**src/rtl/exec_run_controller.sv**
```systemverilog
// rtl/exec_run_controller.sv - program-execution supervisor gating CPU T-state stepping
//
// Purpose: sequences a datapath clear after reset or restart, then gates the
// Control unit's T-state advance (run_en) for free-run, stop at instruction
// boundary, single-step and halt. Provides a run LED and debug counters.
//
// Ports:
//   CLOCK_50    in   system clock, rising edge
//   reset_n     in   asynchronous active-low reset
//   start_p     in   pulse: start / resume / restart after halt
//   stop_p      in   pulse: stop at next instruction boundary
//   step_p      in   pulse: run exactly one instruction while paused
//   step_mode   in   level: single-step operation
//   halt        in   Control: halt decoded (only meaningful while run_en=1)
//   instr_done  in   Control: last T-state of instruction (only while run_en=1)
//   clr         out  datapath/control synchronous clear
//   run_en      out  Control T-state advance enable
//   run_led     out  running indicator
//   state       out  encoded FSM state for debug
//   cyc_cnt     out  saturating count of enabled cycles
//   instr_cnt   out  saturating count of completed instructions

module exec_run_controller #(
  parameter int CLR_CYCLES = 4,
  parameter int CNT_W      = 32
) (
  input  logic             CLOCK_50,
  input  logic             reset_n,
  input  logic             start_p,
  input  logic             stop_p,
  input  logic             step_p,
  input  logic             step_mode,
  input  logic             halt,
  input  logic             instr_done,
  output logic             clr,
  output logic             run_en,
  output logic             run_led,
  output logic [2:0]       state,
  output logic [CNT_W-1:0] cyc_cnt,
  output logic [CNT_W-1:0] instr_cnt
);

  typedef enum logic [2:0] {
    S_CLEAR  = 3'd0,
    S_IDLE   = 3'd1,
    S_RUN    = 3'd2,
    S_STEP   = 3'd3,
    S_PAUSE  = 3'd4,
    S_HALTED = 3'd5
  } state_t;

  localparam int TW = (CLR_CYCLES > 1) ? $clog2(CLR_CYCLES) : 1;
  localparam logic [TW-1:0]    CLR_LOAD = TW'(CLR_CYCLES - 1);
  localparam logic [TW-1:0]    TMR_ONE  = TW'(1);
  localparam logic [CNT_W-1:0] CNT_ONE  = CNT_W'(1);
  localparam logic [CNT_W-1:0] CNT_MAX  = '1;

  state_t          cur, nxt;
  logic [TW-1:0]   tmr, tmr_nxt;
  logic            stop_req, stop_req_nxt;
  logic            cnt_clear;

  always_ff @(posedge CLOCK_50 or negedge reset_n) begin
    if (!reset_n) begin
      cur       <= S_CLEAR;
      tmr       <= CLR_LOAD;
      stop_req  <= 1'b0;
      cyc_cnt   <= '0;
      instr_cnt <= '0;
    end else begin
      cur      <= nxt;
      tmr      <= tmr_nxt;
      stop_req <= stop_req_nxt;
      if (cnt_clear) begin
        cyc_cnt   <= '0;
        instr_cnt <= '0;
      end else if (run_en) begin
        if (cyc_cnt != CNT_MAX)
          cyc_cnt <= cyc_cnt + CNT_ONE;
        // Completion still counts in the cycle where halt is also raised.
        if (instr_done && (instr_cnt != CNT_MAX))
          instr_cnt <= instr_cnt + CNT_ONE;
      end
    end
  end

  always_comb begin
    nxt          = cur;
    tmr_nxt      = tmr;
    stop_req_nxt = 1'b0;
    cnt_clear    = 1'b0;
    case (cur)
      S_CLEAR: begin
        cnt_clear = 1'b1;
        if (tmr == '0)
          nxt = S_IDLE;
        else
          tmr_nxt = tmr - TMR_ONE;
      end
      S_IDLE: begin
        // A simultaneous stop cancels the start.
        if (start_p && !stop_p)
          nxt = step_mode ? S_PAUSE : S_RUN;
      end
      S_RUN: begin
        // Stop requests are deferred until the current instruction finishes;
        // step_mode asserted while running acts as a pending stop.
        if (halt)
          nxt = S_HALTED;
        else if (instr_done && (stop_req || stop_p || step_mode))
          nxt = S_PAUSE;
        else
          stop_req_nxt = stop_req | stop_p | step_mode;
      end
      S_PAUSE: begin
        if (step_p)
          nxt = S_STEP;
        else if (start_p && !step_mode)
          nxt = S_RUN;
      end
      S_STEP: begin
        if (halt)
          nxt = S_HALTED;
        else if (instr_done)
          nxt = S_PAUSE;
      end
      S_HALTED: begin
        if (start_p) begin
          nxt       = S_CLEAR;
          tmr_nxt   = CLR_LOAD;
          cnt_clear = 1'b1;
        end
      end
      default: begin
        nxt       = S_CLEAR;
        tmr_nxt   = CLR_LOAD;
        cnt_clear = 1'b1;
      end
    endcase
  end

  // Moore decode of the registered state; reset forces CLEAR so run_en
  // drops asynchronously.
  always_comb begin
    clr     = (cur == S_CLEAR);
    run_en  = (cur == S_RUN) || (cur == S_STEP);
    run_led = (cur == S_RUN) || (cur == S_STEP) || (cur == S_PAUSE);
    state   = cur;
  end

endmodule

```
**config.mk**
```make
export PLATFORM = sky130hd
export DESIGN_NAME = exec_run_controller
export DESIGN_NICKNAME = d
export VERILOG_FILES = /design/src/rtl/exec_run_controller.sv
export SDC_FILE = /design/constraint.sdc
export NUM_CORES = 1
export LEC_CHECK = 0
export ABC_AREA = 1
export ABC_CLOCK_PERIOD_IN_PS = 1700
export CAP_MARGIN = 20
export CORE_MARGIN = 2
export CORE_UTILIZATION = 50
export CTS_BUF_LIST = sky130_fd_sc_hd__clkbuf_2 sky130_fd_sc_hd__clkbuf_4 sky130_fd_sc_hd__clkbuf_8
export CTS_CLUSTER_DIAMETER = 100
export CTS_CLUSTER_SIZE = 10
export DETAILED_ROUTE_END_ITERATION = 10
export GPL_TIMING_DRIVEN = 0
export PLACE_DENSITY = 0.78
export SETUP_SLACK_MARGIN = 0.02
export SLEW_MARGIN = 20
export SYNTH_ARGS = -nofsm -noshare
export SYNTH_HDL_FRONTEND = slang
export SYNTH_SLANG_ARGS = --single-unit
export TNS_END_PERCENT = 100
```
**constraint.sdc**
```tcl
create_clock -name CLOCK_50 -period 1.7 [get_ports CLOCK_50]
set_clock_uncertainty 0.15 [all_clocks]
set_input_delay 0.34 -clock CLOCK_50 [delete_from_list [all_inputs] [get_ports CLOCK_50]]
set_output_delay 0.34 -clock CLOCK_50 [all_outputs]
set_load 0.005 [all_outputs]
```
# After elaboration in Yosys (flattened, before gate mapping)
# Cells that the tools add are included.
[classes]
n_addsub = 3
mul = 0
div_mod_pow = 0
magnitude_cmp = 0
eq_ne = 14
shift = 0
muxes = 25
n_bitwise = 3
reduce_logical = 20
[ops]
columns = ["op", "n"]
rows = [
  ["$mux W32", 6],
  ["$add A32 B1 Y32 const B", 2],
  ["$ne A32 B32 Y1 const B", 2],
  ["$mux W3", 10],
  ["$pmux W3 S6", 1],
  ["$ne A3 B3 Y1 const B", 3],
  ["$eq A3 B2 Y1 const B", 2],
  ["$eq A3 B3 Y1 const B", 2],
  ["$ne A2 B2 Y1 const B", 3],
  ["$pmux W2 S3", 1],
  ["$reduce_and A6 Y1", 1],
  ["$reduce_bool A2 Y1", 3],
  ["$logic_and A1 B1 Y1", 4],
  ["$logic_or A1 B1 Y1", 4],
  ["$mux W1", 4],
  ["$mux W2", 2],
  ["$reduce_and A2 Y1", 2],
  ["$reduce_or A4 Y1", 1],
  ["$eq A3 B1 Y1 const B", 1],
  ["$logic_not A3 Y1", 1],
  ["$reduce_and A3 Y1", 1],
  ["$logic_not A1 Y1", 2],
  ["$logic_not A2 Y1", 1],
  ["$ne A2 B1 Y1 const B", 1],
  ["other kinds (4)", 5],
]
[word_totals]
reg_bits = 70
latch_bits = 0
mem_bits_rw = 0
romBits = 0
inputBits = 8
word_cells = 70
memories = 0

# Depth between registers and ports, before layout
[logic_depth]
word_depth = 6
depth_mapped = 12

# Worst setup path after synthesis
# Ideal clock, no wire load.
[synth_timing]
path_kind = "register to register"
start = "reg instr_cnt[0]"
end = "reg instr_cnt[23]"
setup_ps = 118
arrival_ps = 1574
required_ps = 1432
setup_slack_ps = -142
path_stages_with_launch = 12
n_path_buf = 1
cell_sequence = "dfrtp_1 ha_1 inv_1 nor2_4 nand2_2 nor2_4 nand2_4 nand2_8 inv_2 buf_2 nand4_1 nand2_1"
[synth_via]
elab_chain_cells = 4
word_cells_on_any_way = 8
cone_classes = "add/sub: 1; eq/ne: 1; mux: 3; reduce/logical: 3"
[synth_lines]
columns = ["item", "line", "text"]
rows = [
  ["start, declared", "40", "output logic [CNT_W-1:0] instr_cnt"],
  ["start signal, assigned", "82", "instr_cnt <= instr_cnt + CNT_ONE;"],
  ["$add A32 B1 Y32 / $ne A32 B32 Y1 (equally long branches)", "82, 81", ""],
  ["$mux W32 / $logic_and A1 B1 Y1 (equally long branches)", "81", "if (instr_done && (instr_cnt != CNT_MAX))"],
  ["$mux W32 / $reduce_bool A2 Y1 (equally long branches)", "-", ""],
  ["$mux W32 / $reduce_and A2 Y1 (equally long branches)", "-", ""],
]
# Parallel ways exist; a longest one is shown, timed or not. The select of a mux whose other input is x is not followed.
# A chain may end at the register's enable or synchronous reset.

# Worst setup path in the final report
[layout_timing]
start = "reg cyc_cnt[13]"
end = "reg cyc_cnt[22]"
[layout_via]
elab_chain_cells = 4
word_cells_on_any_way = 7
cone_classes = "add/sub: 1; eq/ne: 1; mux: 3; reduce/logical: 2"
[layout_lines]
columns = ["item", "line", "text"]
rows = [
  ["start, declared", "39", "output logic [CNT_W-1:0] cyc_cnt,"],
  ["start signal, assigned", "79", "cyc_cnt <= cyc_cnt + CNT_ONE;"],
  ["$add A32 B1 Y32", "79", ""],
  ["$mux W32", "78", "if (cyc_cnt != CNT_MAX)"],
  ["$mux W32", "77", "end else if (run_en) begin"],
  ["$mux W32", "74", "if (cnt_clear) begin"],
]
# Parallel ways exist; a longest one is shown, timed or not. The select of a mux whose other input is x is not followed.

==> flow_metrics.tcl <==
set metrics [dict create \
    grt_pass1_wl_um 29200 \
    drive_gt1_share_pct 38.3 \
    synth_warnings 0 \
    path_clk_slew_ps 90 \
    start_kind "flop" \
    first_pass_iters 6 \
    violations "setup timing" \
    p_leak_nw 3.82 \
    worst_slew_pin_slew_ps 326 \
    cts.sinks 70 \
    num_antenna_cells 0 \
    r2r_cells 10 \
    endpoint "cyc_cnt[22]" \
    post_drt_wl_per_cell_um 19.5 \
    synth_edf_count 0 \
    seqCellArea_um2 1800 \
    synth_area_um2 4800 \
    syn_to_final_growth_pct 65.2 \
    ys_types 33 \
    mostFrequentLayoutCells "243 x nand2_1, 98 x buf_4, 80 x nor2_1" \
    min_period_ps 1960 \
    total_power_w 0.00925 \
    drc 0 \
    required_ps 1840 \
    synth_seq_cells 70 \
    totalWireLength_um 21400 \
    dieWidth_um 102 \
    max_stage_delay_ps 440 \
    slew_headroom_pct 78.0 \
    core_area_um2 9280 \
    die_y_um 102 \
    vias 6489 \
    critPathLaunch "cyc_cnt[13]" \
    htree_levels 3 \
    ys_seq_area_share_pct 36.5 \
    grt_pass1_vias 5930 \
    status "finished, violations left" \
    fmax_ghz 0.511 \
    cap_violations 0 \
    cts_tree "yes" \
    cp.arrival_ps 2100 \
    multiInputGateArea_um2 3300 \
    cts-root-buf "clkbuf_8" \
    path_common_cell "nand2_1" \
    dp_cells 954 \
    grt_overflow 0 \
    final_nets 977 \
    worstReg2RegStart "cyc_cnt[13]" \
    synthFlopType "dfrtp_1" \
    layout_commonest_cell "nand2_1" \
    setup_viol 71 \
    dieArea_um2 10400 \
    synthArstFlopShare_pct 100 \
    worst_path_max_delay_cell "dfrtp_2" \
    numCtsBuffers 9 \
    path_max_fanout 5 \
    end_kind "flop" \
    place_area_um2 5800 \
    powerDensity_nw_per_um2 1170 \
    track_usage_pct 36.3 \
    gp_congestion 0.948 \
    fin_crit_sh_pct 115 \
    grt_max_degree 57 \
    final-max-slew-violation-count 0 \
    critPathKind "flop to flop" \
    hold_viol_final 0 \
    design_area_um2 7930 \
    whs_ps 231 \
    final_antenna_net_count 0 \
    drtIter0Drc 695 \
    io_pins 78 \
    rows 35 \
    dp_hpwl_um 10900 \
    clk_latency_ps 360 \
    postSynthCellCount 747 \
    path_cells "nand2_1, nor2_2, nand2_1, nor2_4, nand3_4, nand2_8, buf_12, buf_8, nand2_2, o21ai_2" \
    r2r-end "cyc_cnt[22]" \
    synth_nets 758 \
    cts.path.max_buffers 2 \
    r2r_slack_ps -260 \
    vias_per_cell 5.90 \
    start_util_pct 51.7 \
    worstHoldPathType "input pin to asynchronous set/reset pin" \
    syn-mean-instance-area_um2 6.43 \
    grt_setup_unrepaired "true" \
    peakVddDrop_mv 1.30 \
    port_buffers 77 \
    setup_slack_ps -258 \
    final_cells 1100 \
    nFillCells 534 \
    antenna_found_initial 0 \
]
[area by class of cell]
type / instances / area share, %
buffer: 14 / 2.63
clock buffer: 10 / 1.74
clock inverter: 6 / 1.07
inverter: 73 / 3.96
multi-input combinational: 591 / 41.6
sequential: 70 / 22.7
tap: 129 / 2.04
timing repair buffer: 207 / 24.2
[layer usage]
metal	vias up	wire length (um)	track usage, %
li1	2802	-	-
met1	3051	7890	48.6
met2	491	10000	58.1
met3	145	2250	6.09
met4	0	1280	15.9
met5	-	0	0
[sequential cells by signal, indices dropped and copies added, names as in the netlist]
name / count
cyc_cnt: 32
instr_cnt: 32
state: 3
tmr: 2
stop_req: 1
[metrics by stage]
step / utilization, % / worst slack [ps] / setup TNS [ps]
5_1_grt: 85.4 / -312 / -14800
2_1_floorplan: - / -34.4 / -1190
3_3_place_gp: 62.2 / -2320 / -175890
3_5_place_dp: 62.4 / -358 / -18510
4_1_cts: 78.7 / -167 / -5760
6_report: 85.4 / -258 / -11200
[report_power, final]
part,switching [W],internal (W),total (W)
registers,0.000130,0.00180,0.00193
logic,0.00305,0.00269,0.00574
clock network,0.000725,0.000862,0.00159
total,0.00391,0.00535,0.00925
[worst max-delay path, delay by kind of cell, from the launching register on]
kind | cells | cell delay [ps]
and+or+nand+nor | 7 | 990
AOI/OAI and AO/OA | 1 | 60
DFF | 1 | 440
buffers and inverters | 2 | 230
[kinds of logic (layout without fill, tap and decap cells)]
logic type / count (synthesis) / in the layout / share of synthesized area (%)
buffers and inverters: 87 / 310 / 8.03
and+or+nand+nor: 525 / 526 / 47.0
AOI/OAI and AO/OA: 52 / 52 / 5.86
xor gates and xnor gates: 10 / 10 / 1.82
adders and majority gates: 3 / 3 / 0.782
DFF: 70 / 70 / 36.5
[worst min path at each step]
stage / slack, ps / to / start
2_1_floorplan: -110 / cyc_cnt[0] / reset_n
3_3_place_gp: 330 / tmr[1] / tmr[1]
3_5_place_dp: 70 / cyc_cnt[5] / reset_n
4_1_cts: 240 / cyc_cnt[5] / reset_n
5_1_grt: 240 / cyc_cnt[5] / reset_n
6_report: 230 / cyc_cnt[5] / reset_n
[cells in the mapped netlist (2+ instances only)]
| cell | instances | area [um2] |
|---|---|---|
| nand2_1 | 301 | 1130 |
| nor2_1 | 106 | 398 |
| xor2_1 | 5 | 43.8 |
| nand2_8 | 2 | 40.0 |
| buf_4 | 7 | 52.6 |
| nand3b_1 | 5 | 37.5 |
| nand4_1 | 23 | 144 |
| buf_2 | 4 | 20.0 |
| nand3_1 | 57 | 285 |
| ha_1 | 3 | 37.5 |
| a21oi_1 | 5 | 25.0 |
| nor2_2 | 8 | 50.1 |
| nand2_4 | 2 | 22.5 |
| nor2_4 | 4 | 45.0 |
| inv_1 | 69 | 259 |
| o22ai_1 | 2 | 12.5 |
| nand2_2 | 5 | 31.3 |
| o21ai_1 | 24 | 120 |
| dfstp_2 | 2 | 52.6 |
| inv_2 | 3 | 11.3 |
| dfrtp_1 | 68 | 1700 |
| o21bai_1 | 5 | 37.5 |
| or2_2 | 7 | 43.8 |
| nor3_1 | 3 | 15.0 |
| xnor2_1 | 5 | 43.8 |
| buf_6 | 3 | 33.8 |
| o21ai_0 | 13 | 65.1 |
[what timing repair did]
item                                   CTS  global route
endpoints found under the hold margin   14             0
resized for setup                      221           147
setup buffers                           99            28
pin swaps                               24            44
setup endpoints to repair              137            75
hold buffers                             1             0
gates cloned                             6             3
(Power assumes the default switching activity.)
